<file path="src/rtl/io_map_pkg.sv">
// Purpose: shared memory map, field layout and widths for the I/O bridge.
// Latency: n/a (constants and types only).
// Backpressure: n/a.
package io_map_pkg;

    localparam logic [31:0] MAP_DISP_ADDR = 32'hFFFF_F000;
    localparam logic [31:0] MAP_LED_ADDR  = 32'hFFFF_F060;
    localparam logic [31:0] MAP_SW_ADDR   = 32'hFFFF_F070;
    localparam logic [31:0] MAP_BTN_ADDR  = 32'hFFFF_F078;

    // Bit positions of the two button fields inside the BTN_ADDR word.
    localparam int STABLE_LSB = 0;
    localparam int EVENT_LSB  = 5;

    localparam int SW_W  = 24;
    localparam int BTN_W = 5;

    // 2 ms at 100 MHz.
    localparam int DEBOUNCE_DEFAULT = 200000;

    typedef enum logic {
        DB_IDLE  = 1'b0,
        DB_COUNT = 1'b1
    } db_state_t;

endpackage

</file>
<file path="src/rtl/btn_debounce.sv">
// Purpose: 2-flop synchroniser plus debounce FSM for one button bit.
// Latency: 2 + DEBOUNCE_CYCLES edges from din change to stable; rise is combinational with the accepting edge.
// Backpressure: none; din is sampled every cycle.
module btn_debounce
    import io_map_pkg::*;
#(
    parameter int DEBOUNCE_CYCLES = DEBOUNCE_DEFAULT
) (
    input  logic clk,
    input  logic rst,
    input  logic din,
    output logic stable,
    output logic rise
);

    localparam int CNT_W = (DEBOUNCE_CYCLES > 1) ? $clog2(DEBOUNCE_CYCLES) : 1;
    localparam logic [CNT_W-1:0] CNT_LAST = CNT_W'(DEBOUNCE_CYCLES - 1);

    logic             sync_q1;
    logic             sync_q2;
    db_state_t        state;
    db_state_t        state_nxt;
    logic [CNT_W-1:0] cnt;
    logic [CNT_W-1:0] cnt_nxt;
    logic [CNT_W-1:0] cnt_inc;
    logic             stable_nxt;

    // Bring the asynchronous button into the clk domain.
    always_ff @(posedge clk or posedge rst) begin
        if (rst) begin
            sync_q1 <= 1'b0;
            sync_q2 <= 1'b0;
        end else begin
            sync_q1 <= din;
            sync_q2 <= sync_q1;
        end
    end

    // FSM state, counter and accepted level.
    always_ff @(posedge clk or posedge rst) begin
        if (rst) begin
            state  <= DB_IDLE;
            cnt    <= '0;
            stable <= 1'b0;
        end else begin
            state  <= state_nxt;
            cnt    <= cnt_nxt;
            stable <= stable_nxt;
        end
    end

    // The IDLE->COUNT edge is the first stable sample, so acceptance happens when
    // the incremented count reaches the last value; the counter never passes it.
    always_comb begin
        state_nxt  = state;
        cnt_nxt    = cnt;
        stable_nxt = stable;
        rise       = 1'b0;
        cnt_inc    = cnt + 1'b1;
        case (state)
            DB_IDLE: begin
                if (sync_q2 != stable) begin
                    cnt_nxt   = '0;
                    state_nxt = DB_COUNT;
                end
            end
            DB_COUNT: begin
                if (sync_q2 == stable) begin
                    state_nxt = DB_IDLE;
                end else if (cnt_inc == CNT_LAST) begin
                    cnt_nxt    = cnt_inc;
                    stable_nxt = sync_q2;
                    rise       = sync_q2;
                    state_nxt  = DB_IDLE;
                end else begin
                    cnt_nxt = cnt_inc;
                end
            end
            default: state_nxt = DB_IDLE;
        endcase
    end

endmodule

</file>
<file path="src/rtl/io_bridge.sv">
// Purpose: memory-mapped bridge from the CPU data bus to display, LEDs, switches and buttons.
// Latency: stores take effect on the store edge; loads are combinational; switches 2 edges, buttons 2+DEBOUNCE_CYCLES edges.
// Backpressure: none; the CPU bus is single-cycle and never stalled.
module io_bridge
    import io_map_pkg::*;
#(
    parameter int          DEBOUNCE_CYCLES = DEBOUNCE_DEFAULT,
    parameter logic [31:0] DISP_ADDR       = MAP_DISP_ADDR,
    parameter logic [31:0] LED_ADDR        = MAP_LED_ADDR,
    parameter logic [31:0] SW_ADDR         = MAP_SW_ADDR,
    parameter logic [31:0] BTN_ADDR        = MAP_BTN_ADDR
) (
    input  logic            clk,
    input  logic            rst,
    input  logic [31:0]     cpu_addr,
    input  logic            cpu_we,
    input  logic [31:0]     cpu_wdata,
    output logic [31:0]     cpu_rdata,
    input  logic [SW_W-1:0] sw_in,
    input  logic [BTN_W-1:0] btn_in,
    output logic [SW_W-1:0] led_out,
    output logic [31:0]     disp_data,
    output logic            disp_en
);

    logic             disp_wr;
    logic             led_wr;
    logic             btn_wr;
    logic [SW_W-1:0]  sw_q1;
    logic [SW_W-1:0]  sw_sync;
    logic [BTN_W-1:0] btn_stable;
    logic [BTN_W-1:0] btn_rise;
    logic [BTN_W-1:0] btn_event;
    logic [BTN_W-1:0] btn_clr;

    assign disp_wr = cpu_we && (cpu_addr == DISP_ADDR);
    assign led_wr  = cpu_we && (cpu_addr == LED_ADDR);
    assign btn_wr  = cpu_we && (cpu_addr == BTN_ADDR);
    assign btn_clr = btn_wr ? cpu_wdata[EVENT_LSB +: BTN_W] : '0;

    // Display register; the strobe stays high across back-to-back stores.
    always_ff @(posedge clk or posedge rst) begin
        if (rst) begin
            disp_data <= '0;
            disp_en   <= 1'b0;
        end else begin
            disp_en <= disp_wr;
            if (disp_wr) begin
                disp_data <= cpu_wdata;
            end
        end
    end

    // LED register; only the low SW_W bits of the store are kept.
    always_ff @(posedge clk or posedge rst) begin
        if (rst) begin
            led_out <= '0;
        end else if (led_wr) begin
            led_out <= cpu_wdata[SW_W-1:0];
        end
    end

    // Switches are level inputs read by software, so synchronise only.
    always_ff @(posedge clk or posedge rst) begin
        if (rst) begin
            sw_q1   <= '0;
            sw_sync <= '0;
        end else begin
            sw_q1   <= sw_in;
            sw_sync <= sw_q1;
        end
    end

    genvar gi;
    generate
        for (gi = 0; gi < BTN_W; gi++) begin : g_btn
            btn_debounce #(
                .DEBOUNCE_CYCLES(DEBOUNCE_CYCLES)
            ) u_db (
                .clk    (clk),
                .rst    (rst),
                .din    (btn_in[gi]),
                .stable (btn_stable[gi]),
                .rise   (btn_rise[gi])
            );
        end
    endgenerate

    // Sticky press events, write-1-to-clear; a new press beats a same-edge clear.
    always_ff @(posedge clk or posedge rst) begin
        if (rst) begin
            btn_event <= '0;
        end else begin
            btn_event <= (btn_event & ~btn_clr) | btn_rise;
        end
    end

    // Load mux; reads have no side effects.
    always_comb begin
        cpu_rdata = '0;
        case (cpu_addr)
            DISP_ADDR: cpu_rdata = disp_data;
            LED_ADDR:  cpu_rdata[SW_W-1:0] = led_out;
            SW_ADDR:   cpu_rdata[SW_W-1:0] = sw_sync;
            BTN_ADDR: begin
                cpu_rdata[STABLE_LSB +: BTN_W] = btn_stable;
                cpu_rdata[EVENT_LSB +: BTN_W]  = btn_event;
            end
            default:   cpu_rdata = '0;
        endcase
    end

endmodule

</file>
<file path="config.mk">
export PLATFORM = sky130hd
export DESIGN_NAME = io_bridge
export DESIGN_NICKNAME = d
export VERILOG_FILES = /design/src/rtl/io_map_pkg.sv /design/src/rtl/btn_debounce.sv /design/src/rtl/io_bridge.sv
export SDC_FILE = /design/constraint.sdc
export NUM_CORES = 1
export LEC_CHECK = 0
export ABC_AREA = 1
export CAP_MARGIN = 20
export CORE_MARGIN = 5
export CORE_UTILIZATION = 53
export DETAILED_ROUTE_END_ITERATION = 12
export PLACE_DENSITY = 0.8
export RECOVER_POWER = 25
export SLEW_MARGIN = 40
export SYNTH_ARGS = -nofsm -noshare
export SYNTH_HDL_FRONTEND = slang
export SYNTH_SLANG_ARGS = --single-unit
</file>
<file path="constraint.sdc">
create_clock -name clk -period 8.29 [get_ports clk]
set_clock_uncertainty 0.15 [all_clocks]
set_input_delay 1.2435 -clock clk [delete_from_list [all_inputs] [get_ports clk]]
set_output_delay 1.2435 -clock clk [all_outputs]
set_load 0.05 [all_outputs]
</file>
---- Yosys cells after proc, flatten, opt, wreduce, memory -nomap -nowiden ----
Index checks and enable logic that the tools add are counted.
storage, ports and cells
  bits in registers ....................... 220
  word-level logic and storage cells ...... 145
cells by class
  add/sub/neg operators ................... 5
  equal/unequal tests ..................... 29
  multiplexer cells ....................... 54
  bitwise logic cells ..................... 13
  reduce and logical (&&, ||, !) cells .... 13
operators with widths
  operator                                                         number
  18-bit two-way mux                                               10
  18-bit one-hot mux with 2 select lines                           5
  32-bit == test, second input constant                            4
  18-bit by 1-bit adder with 18-bit output, second input constant  5
  18-bit == test, second input constant                            5
  14-bit one-hot mux with 3 select lines                           1
  10-bit one-hot mux with 4 select lines                           1
  1-bit two-way mux                                                30
  3-bit AND reduction                                              5
  2-bit by 1-bit != test with 1-bit output, second input constant  5
  2-bit != test, second input constant                             5
  1-bit inverter                                                   10
  1-bit one-hot mux with 2 select lines                            5
  2-bit AND reduction                                              5
  8-bit two-way mux                                                1
  5-bit AND                                                        1
  1-bit == test                                                    5
  5-bit two-way mux                                                1
  1-bit != test                                                    5
  5-bit inverter                                                   1
  5-bit bitwise OR                                                 1
  1-bit logical AND                                                3

---- Longest topological paths before layout ----
Gate-level depths: netlist of run 1.
  depth in word-level cells ............... 6
  depth in mapped cells ................... 13
  gate-level depth less buffers ........... 13

---- Modules after synthesis ----
A second synthesis of run 1 with hierarchy kept.
second synthesis, totals
  cells, all modules ...................... 1475
  area, all modules ....................... 11319.6 µm²
by module, submodules not included
  module        times used  cells an instance  area each (µm²)
  btn_debounce  5           190                1337.5
  io_bridge     1           525                4631.9

---- Worst setup path before layout of run 1 ----
No wires, ideal clock.
  path kind ............................... input to output
  start ................................... input cpu_addr[9]
  end ..................................... output cpu_rdata[24]
  data arrival time ....................... 2760 ps
  data required time ...................... 6897 ps
  path slack .............................. 4137 ps
  stages .................................. 7
  path buffers ............................ 0
  cells stage by stage .................... nor4_1 nand2_1 nor2_2 nand2_2 nor2_4 inv_1 nor2_1
between the ends
  word-level cells in the longest chain between the ends .. 2
RTL lines
  what                line              RTL
  start: declaration  io_bridge.sv:15   input logic [31:0] cpu_addr,
  32-bit == test      io_bridge.sv:101  case (cpu_addr)
  8-bit two-way mux   io_bridge.sv:101
  end: declaration    io_bridge.sv:18   output logic [31:0] cpu_rdata,
Every way passes these cells.

---- Worst setup path after layout of run 1 ----
  start ................................... input cpu_addr[9]
  end ..................................... output cpu_rdata[27]
The elaborated chain is that of the path after synthesis.

==> impl_metrics.yaml, run 1 <==
min_path:
  min-delay-start: "g_btn[1].u_db.sync_q1$_DFF_PP0_"
  hold_path_end: "g_btn[1].u_db.sync_q2$_DFF_PP0_"
  whs_path_depth: 0
  hp-class: "register to register"
job:
  cap_violations: 1
clock_network:
  clk_pin_slew_ps: 60
  hold_buffers: 0
  cts-root-buf: "clkbuf_16"
  cts_buffer_depth: 3
  clkSinkCount: 220
  cts_tree: "done"
  ctsResizeCount: 0
  clock_latency_ps: 520
  htreeDepth: 1
  cts_post_setup_buffers_inserted: 0
  numCtsBuffers: 24
routing:
  wl_per_cell_um: 15.70
  wirelength_um: 29110
  dr.first_iter.drc_count: 713
  drc: 0
  dr_total_vias: 9990
  antenna_left: 0
  first_pass_iters: 5
  viasPerCell: 5.388
critical_path:
  arrival_ps: 4660
  required_ps: 6900
  rrSetupSlack_ps: 5780
  startpoint: "cpu_addr[9]"
  worst-setup-path-type: "primary input to primary output"
  crit_path_end_kind: "primary output"
  critPathLaunchType: "primary input"
  reg2reg_depth: 7
  crit_fanout: 26
  r2r-start: "g_btn[1].u_db.stable$_DFFE_PP0P_"
  r2r_end: "g_btn[1].u_db.cnt[3]$_DFFE_PP0P_"
global_routing:
  grt_pass1_vias: 9455
  grt_max_degree: 121
  grt_pass1_wl_um: 47350
  antenna_found_initial: 1
  grt_use_total_pct: 24.46
  grt.overflow.total: 0
final_layout:
  drive_gt1_share_pct: 4.672
  nFillCells: 1663
  finalNetCount: 1672
  design_area_sq_mm: 0.01357
  stdcell_count: 1854
  area_growth_pct: 27.01
  antennaDiodeCount: 0
run_status:
  status: "finished with violations"
  failed_checks: "capacitance limit, slew limit"
synthesis:
  synth-edff-count: 0
  syn-num-nets: 1489
  ys_ff_latch: 220
  yosysUniqueCellTypes: 32
  ys.flop_type: "dfrtp_1"
  syn_area_sq_mm: 0.01069
  async_flop_share_pct: 100.0
  ys_seq_area_share_pct: 51.51
  synthCells: 1383
  yosys_warnings: 0
  syn_area_per_cell_sq_um: 7.728
timing:
  setup_tns_ps: 0
  max_slew_margin_pct: -247.7
  hold_violations: 0
  fmax_ghz: 0.1651
  setup_viol: 0
  tightest_slew_ps: 5187
  holdWs_ps: 197.1
  rsz0062_at_grt: "false"
  finalCritPeriodShare_pct: 73.05
  drv_slew: 121
  period_minus_slack_ps: 6056
floorplan:
  ios: 185
  placementRows: 52
  core-area_sq_mm: 0.02004
  fp.dieH_um: 152.0
  dieArea_sq_mm: 0.02311
  die_w_um: 152.0
  start_util_pct: 53.33
power:
  leakage_nw: 5.818
  ir_worst_vdd_mv: 0.1315
  pwr_density_cell_mw_per_mm2: 172.3
placed_design:
  placed_area_sq_mm: 0.01275
  port-buffer-count: 184
  place_congestion: 0.9208
  dp_hpwl_um: 21230
  placed_cells: 1810
[state kept, by name, indices dropped and copies added (netlist names)]
signal,count
g_btn.u_db.stable,5
disp_en,1
g_btn.u_db.cnt,90
led_out,24
sw_sync,24
btn_event,5
g_btn.u_db.state,5
g_btn.u_db.sync_q1,5
disp_data,32
g_btn.u_db.sync_q2,5
sw_q1,24
[area by class of cell]
type	instances	area (sq um)	share of cell area, %
Inverter	152	571.8	4.212
Multi-Input combinational cell	981	4462	32.87
Clock inverter	15	173.9	1.281
Timing Repair Buffer	187	1864	13.73
Sequential cell	220	5505	40.56
Clock buffer	29	659.4	4.858
Tap cell	270	337.8	2.489
[layout by cell type (no fill, tap or decap), types with 2 or more instances in the layout]
cell and n:
nand2_1 477, dfrtp_1 220, clkdlybuf4s50_1 154, inv_1 150, nor2_1 128, nand3_1 104
o21ai_0 83, nand4_1 46, o21ai_1 42, o22ai_1 34, dlygate4sd3_1 30, clkbuf_16 24
nor2_2 14, xor2_1 10, ha_1 10, clkinv_2 7, nor3_1 6, or2_2 4
clkbuf_8 4, xnor2_1 3, nor4_1 3, nor2_4 3, bufinv_16 3, buf_4 3
nor3_2 2, nand2_2 2, a21boi_0 2, a21oi_1 2, clkinvlp_4 2
[cells in the mapped netlist (3+ instances only)]
cell	count	area share (%)
clkbuf_1	18	0.63
nand2_1	477	17
nand4_1	46	2.7
nor4_1	3	0.18
o21ai_1	42	2.0
o21ai_0	83	3.9
o22ai_1	34	2.0
buf_2	4	0.19
or2_2	4	0.23
buf_6	5	0.53
xnor2_1	3	0.25
inv_1	151	5.3
nor2_1	129	4.5
ha_1	10	1.2
nand2_2	3	0.18
nor2_2	14	0.82
xor2_1	10	0.82
nand3_1	104	4.9
dfrtp_1	220	52
nor3_1	6	0.28
[power by group]
part,internal [mW],switching [mW]
Clock,0.664,0.443
Combinational,0.0506,0.0623
Sequential,1.10,0.0196
[how the worst max path moves through the flow]
stage                                        end  cells past startpoint
after floorplan           btn_event[0]$_DFF_PP0_                      1
after global placement              cpu_rdata[8]                      9
after detailed placement           cpu_rdata[27]                      9
after CTS                          cpu_rdata[27]                      9
after global routing               cpu_rdata[26]                      9
final                              cpu_rdata[27]                      9
[worst max-delay path, cell delays in order]
cell and delay, ps:
clkdlybuf4s50_1 410, nor4_1 350, nand2_1 140, nor2_2 400, nand2_2 210, nor2_4 560, inv_1 340, nor2_1 170
clkdlybuf4s50_1 820
[cell families after synthesis]
kind of cell | count (synthesis) | synth area share (%)
buffers and inverters | 182 | 6.860
and+or+nand+nor | 792 | 31.06
DFF | 220 | 51.51
AOI/OAI and AO/OA | 166 | 8.335
xor gates and xnor gates | 13 | 1.065
adders and majority gates | 10 | 1.171
[routing by layer]
metal	vias up	part of all wire, %	track usage [%]	routed length [um]
met5	-	0.045	0	13
met3	50	6.1	3.811	1771
met4	2	2.4	6.892	700
li1	4831	-	-	-
met2	310	49	41.79	14310
met1	4797	42	32.68	12310
[through the flow]
stage,worst slack (ps),power (mW),utilization [%]
after floorplan,875.4,1.183,-
after global placement,2175,1.249,63.56
after detailed placement,2193,1.253,63.61
after CTS,2198,2.363,67.77
after global routing,1948,2.420,67.74
final,2234,2.339,67.74
Power figures use the tool's default switching activity.
==> run 2, diff against run 1 <==
==> constraint.sdc (replaced) <==
create_clock -name clk -period 6.25 [get_ports clk]
set_clock_uncertainty 0.15 [all_clocks]
set_input_delay 0.9375 -clock clk [delete_from_list [all_inputs] [get_ports clk]]
set_output_delay 0.9375 -clock clk [all_outputs]
set_load 0.05 [all_outputs]
==> impl_metrics.yaml, run 2 (synthesis gave the netlist of run 1 again) <==
run_status:
  status: "finished with violations"
  failed_checks: "capacitance limit, slew limit"
placed_design:
  port-buffer-count: 184
  dp_hpwl_um: 20620
  place_congestion: 0.9047
critical_path:
  crit_buf_inv: 3
  worst-setup-path-type: "primary input to primary output"
  crit_fanout: 16
  critPathMaxStageDelay_ps: 810
  crit_path_end_kind: "primary output"
  cp_top_family: "simple AND/OR/NAND/NOR gates"
  required_ps: 5160
  critPathLaunchType: "primary input"
  crit_slowest_cell: "clkdlybuf4s50_1"
  arrival_ps: 4310
  crit_chain: "clkdlybuf4s50_1 -> nor4_1 -> nand2_1 -> nor2_2 -> nand2_2 -> nor2_2 -> buf_4 -> nand2_1 -> nand3_1 -> clkdlybuf4s50_1"
timing:
  hold_violations: 0
  fmax_ghz: 0.1853
  period_minus_slack_ps: 5398
  max_slew_margin_pct: -7.153
  tightest_slew_ps: 1607
  finalCritPeriodShare_pct: 86.37
  drv_slew: 31
  rsz0062_at_grt: "false"
  setup_viol: 0
  setup_tns_ps: 0
routing:
  wl_per_cell_um: 15.14
  antenna_left: 0
  dr.first_iter.drc_count: 674
  viasPerCell: 5.298
  drc: 0
  first_pass_iters: 5
  dr_total_vias: 9843
  wirelength_um: 28120
global_routing:
  grt_use_total_pct: 24.24
  grt.overflow.total: 0
  grt_pass1_vias: 9730
  grt_max_degree: 146
  antenna_found_initial: 1
  grt_pass1_wl_um: 47640
floorplan:
  dieArea_sq_mm: 0.02311
  core-area_sq_mm: 0.02004
  die_w_um: 152.0
  ios: 185
  placementRows: 52
  fp.dieH_um: 152.0
  start_util_pct: 53.33
power:
  totalPowerFinal_mw: 3.134
  ir_worst_vdd_mv: 0.1789
  pwr_density_cell_mw_per_mm2: 229.9
  leakage_nw: 5.843
job:
  cap_violations: 1
min_path:
  hp-class: "register to register"
clock_network:
  htreeDepth: 1
  clkSinkCount: 220
  ctsResizeCount: 0
  clk_pin_slew_ps: 60
  hold_buffers: 0
  clock_latency_ps: 530
  cts_buffer_depth: 3
  cts-root-buf: "clkbuf_16"
  cts_post_setup_buffers_inserted: 0
  numCtsBuffers: 24
  cts_tree: "done"
final_layout:
  largest-register: "g_btn.u_db.cnt"
  drive_gt1_share_pct: 4.474
  layout_common_cells: "nand2_1, dfrtp_1, clkdlybuf4s50_1"
  final_common_cell: "nand2_1"
  area_growth_pct: 27.56
  reg_top3: "g_btn.u_db.cnt x90, disp_data x32"
  finalNetCount: 1675
  largest_register_ff_count: 90
-- run 2: changes by cell type in the layout (fill, tap and decap cells not counted), sizes merged --
cell    delta
clkbuf     +5
clkinv     -4
bufinv     +1
diode      +1
inv        +1
-- run 2: layout make-up --
cell class / instances / area [sq um]
multi-input combinational: 981 / 4462
tap: 270 / 337.8
fill: 1683 / 6406
antenna: 1 / 2.502
timing repair buffer: 190 / 1908
clock buffer: 31 / 656.9
sequential: 220 / 5505
inverter: 152 / 571.8
clock inverter: 13 / 188.9
-- run 2: through the flow --
| step | instance area (sq um) | hold slack [ps] | instances | setup slack, ps | utilization, % |
|---|---|---|---|---|---|
| floorplan | 10690 | 181.2 | 1383 | 2294 | - |
| global placement | 12750 | 181.3 | 1810 | 950.6 | 63.61 |
| detailed placement | 12810 | 184.7 | 1812 | 853.4 | 63.93 |
| CTS | 13660 | 192.3 | 1856 | 839.3 | 68.15 |
| global route | 13630 | 197.8 | 1858 | 657.3 | 68.03 |
| finish | 13630 | 186.2 | 1858 | 852.2 | 68.03 |
-- run 2: layer usage --
| layer | up-vias | routed length [um] | GRT usage (%) |
|---|---|---|---|
| li1 | 4851 | - | - |
| met1 | 4631 | 12290 | 32.65 |
| met2 | 311 | 13550 | 41.49 |
| met3 | 50 | 1608 | 3.356 |
| met4 | 0 | 678 | 6.635 |
| met5 | - | 0 | 0 |
-- run 2: power by group --
group / switching [mW] / internal [mW]
registers: 0.0256 / 1.46
clock network: 0.586 / 0.914
logic: 0.0829 / 0.0692
total: 0.695 / 2.44
-- run 2: path summary, 6_finish.rpt --
check,from,endpoint,slack [ps],cells after the start
max,cpu_addr[9],cpu_rdata[19],850,10
min,sw_q1[14]$_DFF_PP0_,sw_sync[14]$_DFF_PP0_,190,0
max reg2reg,g_btn[1].u_db.stable$_DFFE_PP0P_,g_btn[1].u_db.cnt[3]$_DFFE_PP0P_,3760,7
min reg2reg,sw_q1[14]$_DFF_PP0_,sw_sync[14]$_DFF_PP0_,190,0
max in group asynchronous,rst,g_btn[3].u_db.cnt[0]$_DFFE_PP0P_,3030,4
min in group asynchronous,rst,g_btn[3].u_db.cnt[5]$_DFFE_PP0P_,780,2
==> run 3, diff against run 2 <==
--- a/config.mk
+++ b/config.mk
@@ -6,7 +6,6 @@
 export NUM_CORES = 1
 export LEC_CHECK = 0
 export ABC_AREA = 1
-export CAP_MARGIN = 20
 export CORE_MARGIN = 5
 export CORE_UTILIZATION = 53
 export DETAILED_ROUTE_END_ITERATION = 12
==> results of run 3 <==
The final DEF is identical to that of run 2; final timing and power are the same.
